==> src/rtl/signed_dec_display.sv <==
// Signed two's-complement result display.
// A captured sum is converted to decimal with shift-and-add-3, then shown on a
// four-digit multiplexed seven-segment display: sign, hundreds, tens, ones.
module signed_dec_display #(
    parameter int WIDTH       = 4,
    parameter int REFRESH_DIV = 50000
) (
    input  logic             clk,
    input  logic             rst_n,
    input  logic             load,
    input  logic [WIDTH-1:0] value,
    input  logic             overflow,
    output logic             busy,
    output logic [3:0]       an,
    output logic [6:0]       seg,
    output logic             dp
);

    localparam int            PW         = $clog2(REFRESH_DIV);
    localparam logic [PW-1:0] PRESC_LAST = PW'(REFRESH_DIV - 1);
    localparam logic [3:0]    CONV_LAST  = 4'(WIDTH - 1);

    localparam logic [6:0] SEG_0     = 7'b1000000;
    localparam logic [6:0] SEG_DASH  = 7'b0111111;
    localparam logic [6:0] SEG_E     = 7'b0000110;
    localparam logic [6:0] SEG_BLANK = 7'b1111111;

    typedef enum logic [1:0] {IDLE, CONV, DONE} state_t;

    state_t           state, state_nxt;
    logic [WIDTH-1:0] mag, mag_nxt;
    logic             sign, sign_nxt;
    logic             ovf, ovf_nxt;
    logic [11:0]      bcd, bcd_nxt;
    logic [11:0]      adj;
    logic [3:0]       cnt, cnt_nxt;
    logic             load_digits;

    logic [PW-1:0]    presc, presc_nxt;
    logic [1:0]       idx, idx_nxt;
    logic [6:0]       digit [4];
    logic [6:0]       digit_nxt [4];

    function automatic logic [6:0] enc(input logic [3:0] d);
        case (d)
            4'd0:    enc = 7'b1000000;
            4'd1:    enc = 7'b1111001;
            4'd2:    enc = 7'b0100100;
            4'd3:    enc = 7'b0110000;
            4'd4:    enc = 7'b0011001;
            4'd5:    enc = 7'b0010010;
            4'd6:    enc = 7'b0000010;
            4'd7:    enc = 7'b1111000;
            4'd8:    enc = 7'b0000000;
            4'd9:    enc = 7'b0010000;
            default: enc = 7'b1111111;
        endcase
    endfunction

    function automatic logic [3:0] add3(input logic [3:0] n);
        add3 = (n >= 4'd5) ? n + 4'd3 : n;
    endfunction

    assign busy = (state != IDLE);
    assign dp   = 1'b1;

    // Conversion FSM: capture in IDLE, WIDTH double-dabble steps in CONV, publish in DONE.
    always_comb begin
        state_nxt   = state;
        mag_nxt     = mag;
        sign_nxt    = sign;
        ovf_nxt     = ovf;
        bcd_nxt     = bcd;
        cnt_nxt     = cnt;
        adj         = '0;
        load_digits = 1'b0;
        case (state)
            IDLE: begin
                if (load) begin
                    mag_nxt   = value[WIDTH-1] ? (~value + 1'b1) : value;
                    sign_nxt  = value[WIDTH-1];
                    ovf_nxt   = overflow;
                    bcd_nxt   = '0;
                    cnt_nxt   = '0;
                    state_nxt = CONV;
                end
            end
            CONV: begin
                adj     = {add3(bcd[11:8]), add3(bcd[7:4]), add3(bcd[3:0])};
                bcd_nxt = (adj << 1) | {11'd0, mag[WIDTH-1]};
                mag_nxt = mag << 1;
                cnt_nxt = cnt + 4'd1;
                if (cnt == CONV_LAST) begin
                    state_nxt = DONE;
                end
            end
            DONE: begin
                load_digits = 1'b1;
                state_nxt   = IDLE;
            end
            default: state_nxt = IDLE;
        endcase
    end

    // Conversion state registers; reset aborts any conversion in flight.
    always_ff @(posedge clk or negedge rst_n) begin
        if (!rst_n) begin
            state <= IDLE;
            mag   <= '0;
            sign  <= 1'b0;
            ovf   <= 1'b0;
            bcd   <= '0;
            cnt   <= '0;
        end else begin
            state <= state_nxt;
            mag   <= mag_nxt;
            sign  <= sign_nxt;
            ovf   <= ovf_nxt;
            bcd   <= bcd_nxt;
            cnt   <= cnt_nxt;
        end
    end

    // Next digit patterns (with leading-zero blanking) and scan position.
    always_comb begin
        digit_nxt = digit;
        presc_nxt = presc + PW'(1);
        idx_nxt   = idx;
        if (load_digits) begin
            digit_nxt[0] = enc(bcd[3:0]);
            digit_nxt[1] = (bcd[11:4] == 8'd0) ? SEG_BLANK : enc(bcd[7:4]);
            digit_nxt[2] = (bcd[11:8] == 4'd0) ? SEG_BLANK : enc(bcd[11:8]);
            digit_nxt[3] = ovf ? SEG_E : (sign ? SEG_DASH : SEG_BLANK);
        end
        if (presc == PRESC_LAST) begin
            presc_nxt = '0;
            idx_nxt   = idx + 2'd1;
        end
    end

    // Display registers; an and seg are both derived from next-state values so they switch together.
    always_ff @(posedge clk or negedge rst_n) begin
        if (!rst_n) begin
            digit[0] <= SEG_0;
            digit[1] <= SEG_BLANK;
            digit[2] <= SEG_BLANK;
            digit[3] <= SEG_BLANK;
            presc    <= '0;
            idx      <= '0;
            an       <= 4'b1110;
            seg      <= SEG_0;
        end else begin
            digit <= digit_nxt;
            presc <= presc_nxt;
            idx   <= idx_nxt;
            an    <= ~(4'b0001 << idx_nxt);
            seg   <= digit_nxt[idx_nxt];
        end
    end

endmodule

==> config.mk <==
export PLATFORM = sky130hd
export DESIGN_NAME = signed_dec_display
export DESIGN_NICKNAME = d
export VERILOG_FILES = /design/src/rtl/signed_dec_display.sv
export SDC_FILE = /design/constraint.sdc
export NUM_CORES = 1
export LEC_CHECK = 0
export BUFFER_PORTS_ARGS = -buffer_cell sky130_fd_sc_hd__buf_2
export CAP_MARGIN = 20
export CORE_ASPECT_RATIO = 2
export CORE_MARGIN = 4
export CORE_UTILIZATION = 55
export DETAILED_ROUTE_END_ITERATION = 16
export HOLD_SLACK_MARGIN = 0.06
export PLACE_DENSITY = 0.75
export SYNTH_ARGS = -nofsm -noshare
export SYNTH_HDL_FRONTEND = slang
export SYNTH_SLANG_ARGS = --single-unit
==> constraint.sdc <==
create_clock -name clk -period 2.9 [get_ports clk]
set_input_delay 0.145 -clock clk [delete_from_list [all_inputs] [get_ports clk]]
set_output_delay 0.145 -clock clk [all_outputs]
set_load 0.05 [all_outputs]
# Word level (Yosys, flattened, before mapping)
# Memory sizes are Yosys's and may differ from the RTL's.
# Index checks and enable logic that the tools add are counted.
[classes]
n_addsub = 7
n_lt_le_gt_ge = 4
eq_ne = 6
shifts = 1
n_mux = 24
bitwise = 4
n_reduce_logical = 8
[op_table]
columns = ["operator", "count"]
rows = [
  ["7-bit two-way mux", 6],
  ["28-bit two-way mux", 1],
  ["12-bit one-hot mux with 2 select lines", 1],
  ["4-bit two-way mux", 5],
  ["16-bit by 1-bit adder with 16-bit output, second input constant", 1],
  ["16-bit == test, second input constant", 1],
  ["16-bit two-way mux", 1],
  ["4-bit one-hot mux with 2 select lines", 2],
  ["7-bit binary-select mux with 2-bit select", 1],
  ["4-bit by 3-bit greater-or-equal comparator with 1-bit output, second input constant", 3],
  ["12-bit two-way mux", 1],
  ["12-bit by 1-bit OR with 12-bit output", 1],
  ["4-bit by 1-bit adder with 4-bit output, second input constant", 2],
  ["4-bit by 2-bit adder with 4-bit output, second input constant", 2],
  ["8-bit logical NOT", 1],
  ["4-bit NOT", 2],
  ["2-bit two-way mux", 3],
  ["2-bit AND reduction", 3],
  ["4-bit by 2-bit == test with 1-bit output, second input constant", 1],
  ["4-bit logical NOT", 1],
  ["2-bit inequality test, second input constant", 2],
  ["2-bit one-hot mux with 2 select lines", 1],
  ["2-bit nonzero test", 2],
  ["1-bit by 2-bit << shifter with 4-bit output, first input constant", 1],
  ["other kinds (9)", 9],
]
[word_totals]
ff_bits = 81
romBits = 336
input_bits = 8
n_memories = 3
[memory_table]
columns = ["name", "depth", "width", "read_ports", "rd_clocked_by_memory_dff", "wr", "line", "source"]
rows = [
  ["(name not given)", 16, 7, 1, 0, 0, "45", "case (d)"],
  ["(name not given)", 16, 7, 1, 0, 0, "45", ""],
  ["(name not given)", 16, 7, 1, 0, 0, "45", ""],
]

# Logic depth before layout (Yosys ltp)
[logic_depth]
depth_word = 6
depth_mapped = 8
ltp_nobuf = 8

# Worst setup path after synthesis
# OpenSTA, ideal clock, no wires.
[synth_timing]
kind = "reg-to-reg"
startpoint = "register presc[11]"
endpoint = "register seg[0]"
setup_ns = 0.080
arrival_time_ns = 1.968
required_time_ns = 2.820
setup_slack_ns = 0.851
stages_incl_launch_ff = 7
path_cell_list = "dfrtp_1 -> or4b_4 -> or4_4 -> buf_6 -> nand3_4 -> o22ai_1 -> nor3_2"
[synth_via]
elab_chain_cells = 6
[synth_lines]
columns = ["element", "line", "source"]
rows = [
  ["start: declaration", "39", "logic [PW-1:0] presc, presc_nxt;"],
  ["start signal: assignment", "154", "presc <= presc_nxt;"],
  ["16-bit == test", "135", "if (presc == PRESC_LAST) begin"],
  ["2-bit two-way mux", "135", ""],
  ["2-bit NOT with 3-bit output (implied by the code)", "157", "seg <= digit_nxt[idx_nxt];"],
  ["7-bit binary-select mux with 2-bit select", "157", ""],
  ["7-bit two-way mux (implied by the code) (2 in a row)", "157", ""],
  ["end signal: assignment", "157", ""],
  ["end: declaration", "15", "output logic [6:0] seg,"],
]
# Every way passes these cells. The select of a mux whose other input is x is not followed.
# A chain may end at the register's enable or synchronous reset.

# Worst setup path after layout
[layout_timing]
startpoint = "register bcd[9]"
endpoint = "register seg[3]"
[layout_via]
elab_chain_cells = 6
elab_cells_between_ends = 9
cone_classes = "mux (6); reduce/logical (2); memory (1)"
[layout_lines]
columns = ["element", "line", "source"]
rows = [
  ["start: declaration", "34", "logic [11:0] bcd, bcd_nxt;"],
  ["start signal: assignment", "119", "bcd <= bcd_nxt;"],
  ["memory 16 x 7 bit (tied with other cells)", "-", ""],
  ["7-bit two-way mux (on tied branches)", "132, 131", ""],
  ["28-bit two-way mux (*)", "129", "if (load_digits) begin"],
  ["7-bit binary-select mux with 2-bit select (*)", "157", ""],
  ["7-bit two-way mux (implied by the code) (*) (2 in a row)", "157", ""],
]
# Mark *: on every way between the ends. The rest lies on a longest branch, timed or not. The select of a mux whose other input is x is not followed.

==> impl_metrics.env <==
export IMPL_nets=498
export IMPL_finalPower_mw=5.04
export IMPL_status="finished clean"
export IMPL_power_leakage_nw=2.13
export IMPL_die_height_um=134
export IMPL_start_util_pct=57.1
export IMPL_clock_root_buffer="clkbuf_16"
export IMPL_seq_area_sq_um=2060
export IMPL_max_freq_mhz=417
export IMPL_gr_usage_all_layers_pct=22.1
export IMPL_die_width_um=71.1
export IMPL_io_buffers=19
export IMPL_yosys_area_top_type="dfrtp_1"
export IMPL_synth_seq_cells=81
export IMPL_swShare_pct=38.9
export IMPL_p_comb_share_pct=38.5
export IMPL_postCtsSetupRepairBufs=0
export IMPL_drcViolationCount=0
export IMPL_intPower_mw=3.07
export IMPL_die_area_sq_um=9530
export IMPL_clockPowerShare_pct=23.2
export IMPL_wl_um=9880
export IMPL_whs_ns=0.104
export IMPL_synth_main_ff_cell="dfrtp_1"
export IMPL_synth_most_common_cell="dfrtp_1"
export IMPL_hold_class="in2reg"
export IMPL_m1WireLength_um=3560
export IMPL_gp_congestion=0.981
export IMPL_avgSynthCellArea_sq_um=9.70
export IMPL_cp_cell_sequence="inv_1 > ha_1 > nor4bb_1 > a2111oi_0 > a221oi_1 > a21oi_1 > nor3_2"
export IMPL_drv_slew=0
export IMPL_relSlewSlack_pct=39.9
export IMPL_start_kind="flop"
export IMPL_hold_viol_final=0
export IMPL_dp_cells=549
export IMPL_synth_yosys_warnings=0
export IMPL_maxCapViolations=0
export IMPL_routed_wl_met3_um=289
export IMPL_synth_cell_types=61
export IMPL_end_kind="flop"
export IMPL_min_period_over_period_pct=82.8
export IMPL_rows=45
export IMPL_met2WireLength_um=5690
export IMPL_synthArstFlopShare_pct=100
export IMPL_rsz0062_at_grt="false"
export IMPL_synth_nets=480
export IMPL_drive_above_1_share_pct=17.3
export IMPL_tritoncts="done"
export IMPL_dp_hpwl_um=7290
export IMPL_layout_cells_non_filler=568
export IMPL_routedWlPerCell_um=17.4
export IMPL_clk_latency_ns=0.34
export IMPL_skew_ns=0.00675
export IMPL_ys_top_cells_by_count="dfrtp_1 (55), nor2_1 (40), nand2_1 (36)"
export IMPL_synth_area_leaders="dfrtp_1 (31%), dfstp_2 (16%), ha_1 (6.0%), a21oi_1 (3.4%), nor2_1 (3.4%)"
export IMPL_ir_drop_mv=0.648
export IMPL_synth_edf_count=0
export IMPL_synth_area_sq_um=4370
export IMPL_antenna_found_initial=0
export IMPL_cts_buffers=9
export IMPL_nFillCells=651
export IMPL_fin_setup_tns_ns=0
export IMPL_ant_nets=0
export IMPL_power_switching_mw=1.96
export IMPL_yosysSeqAreaShare_pct=47.1
export IMPL_drtPass1Iterations=4
export IMPL_syn_inst=451
export IMPL_power_density_nw_per_um2=1030
export IMPL_cp_data_required_time_ns=3.12
export IMPL_fin_crit_ns=2.40
export IMPL_arrival_ns=2.63
export IMPL_crit_fanout=8
export IMPL_drtIter0Drc=105
export IMPL_cp_slowest_stage_delay_ns=0.83
export IMPL_multi_input_area_sq_um=2150
export IMPL_vias_per_cell=5.91
export IMPL_grt_pass1_wl_um=16400
export IMPL_num_io_pins=21
export IMPL_tightest_slew_ns=0.879
export IMPL_cts_buffer_depth=2
export IMPL_grt_pass1_vias=3411
export IMPL_grt_overflow_total=0
export IMPL_cts_max_level=3
export IMPL_clkTransAtPathRegs_ns=0.06
export IMPL_yosysTopAreaCellShare_pct=31.5
export IMPL_critPathKind="reg2reg"
export IMPL_core_area_sq_um=7660
export IMPL_cts_sinks=81
export IMPL_crit_slowest_cell="a2111oi_0"
export IMPL_finalSetupViolations=0
export IMPL_antennaDiodeCount=0
export IMPL_highest_layer="met4"
export IMPL_vias=3358
export IMPL_grt_max_degree=82
export IMPL_seq_power_share_pct=38.3
export IMPL_area_growth_pct=12.0
flip-flops by register name, indices dropped and copies added, names as in the netlist, 2 cells and up:
signal  count
state       2
idx         2
an          4
bcd        12
seg         7
presc      16
cnt         4
digit      28
mag         4
per-layer routing:
layer	track usage [%]	vias up
met1	22.1	1623
met4	10.7	0
met2	41.6	71
met5	0	-
li1	-	1640
met3	4.95	24
power by group through the flow:
| stage | Clock, mW | Sequential [mW] | Combinational [mW] |
|---|---|---|---|
| floorplan | 0 | 1.95 | 1.40 |
| global placement | 0 | 1.92 | 1.89 |
| detailed placement | 0 | 1.94 | 1.93 |
| CTS | 1.19 | 1.92 | 1.95 |
| global route | 1.23 | 1.98 | 2.16 |
| finish | 1.17 | 1.93 | 1.94 |
logic make-up (layout without fill, tap and decap cells):
kind of cell | Yosys count | after routing | share of synthesized area [%]
AOI/OAI and AO/OA | 112 | 112 | 16.4
xor gates and xnor gates | 18 | 18 | 3.60
other | 1 | 1 | 0.0857
DFF | 81 | 81 | 47.1
adders and majority gates | 21 | 21 | 6.01
buffers and inverters | 40 | 63 | 3.75
muxes | 4 | 4 | 0.973
and+or+nand+nor | 174 | 174 | 22.1
path summary, 6_finish.rpt:
| check | from | end | slack [ns] | cells after the start |
|---|---|---|---|---|
| setup / recovery | bcd[9] | seg[3] | 0.50 | 7 |
| hold / removal | value[3] | sign | 0.10 | 2 |
| setup reg to reg | bcd[9] | seg[3] | 0.50 | 7 |
| hold reg to reg | presc[0] | presc[0] | 0.47 | 1 |
| max in group asynchronous | rst_n | digit[2] | 2.13 | 3 |
| min in group asynchronous | rst_n | presc[12] | 0.16 | 2 |
cell usage in the layout, fill, tap and decap left out, types with 6 or more instances in the layout:
cell,netlist,final
xnor2_1,9,9
buf_2,2,18
a31oi_1,7,7
inv_1,19,19
buf_4,1,7
o22ai_1,7,7
nor3_2,6,6
ha_1,21,21
xor2_1,9,9
clkbuf_16,0,9
a21oi_1,30,30
nand2b_1,16,16
nor3b_1,7,7
nor2_1,40,40
nand3_1,24,24
nor2b_1,8,8
nor3_1,6,6
dfstp_2,26,26
dfrtp_1,55,55
o21ai_0,27,27
nand2_1,36,36
what timing repair did:
| action | CTS | global route |
|---|---|---|
| resized for setup | 0 | 0 |
| endpoints found under the hold margin | 56 | 0 |
| hold buffers | 2 | 0 |
through the flow:
step | instance area [sq um] | setup slack [ns] | utilization, %
after floorplan | 4370 | 0.851 | -
after global placement | 4540 | 0.618 | 59.3
after detailed placement | 4540 | 0.566 | 59.3
after CTS | 4870 | 0.543 | 63.6
after global routing | 4900 | 0.325 | 64.0
final | 4900 | 0.499 | 64.0
final cells by class:
type                    instances  area share [%]
clock buffers                  14            5.59
inverters                      19            1.46
multi-input cells             330            43.9
clock inverters                 2           0.715
repair buffers                 28            3.88
flip-flops and latches         81            42.0
well taps                      94            2.40
worst max-delay path, delay by kind of cell, from the launching register on:
kind,cells,cell delay (ns)
DFF,1,0.47
and+or+nand+nor,2,0.23
adders and majority gates,1,0.24
AOI/OAI and AO/OA,3,1.22
buffers and inverters,1,0.12
Note: power is estimated with default switching activity, not from simulation.
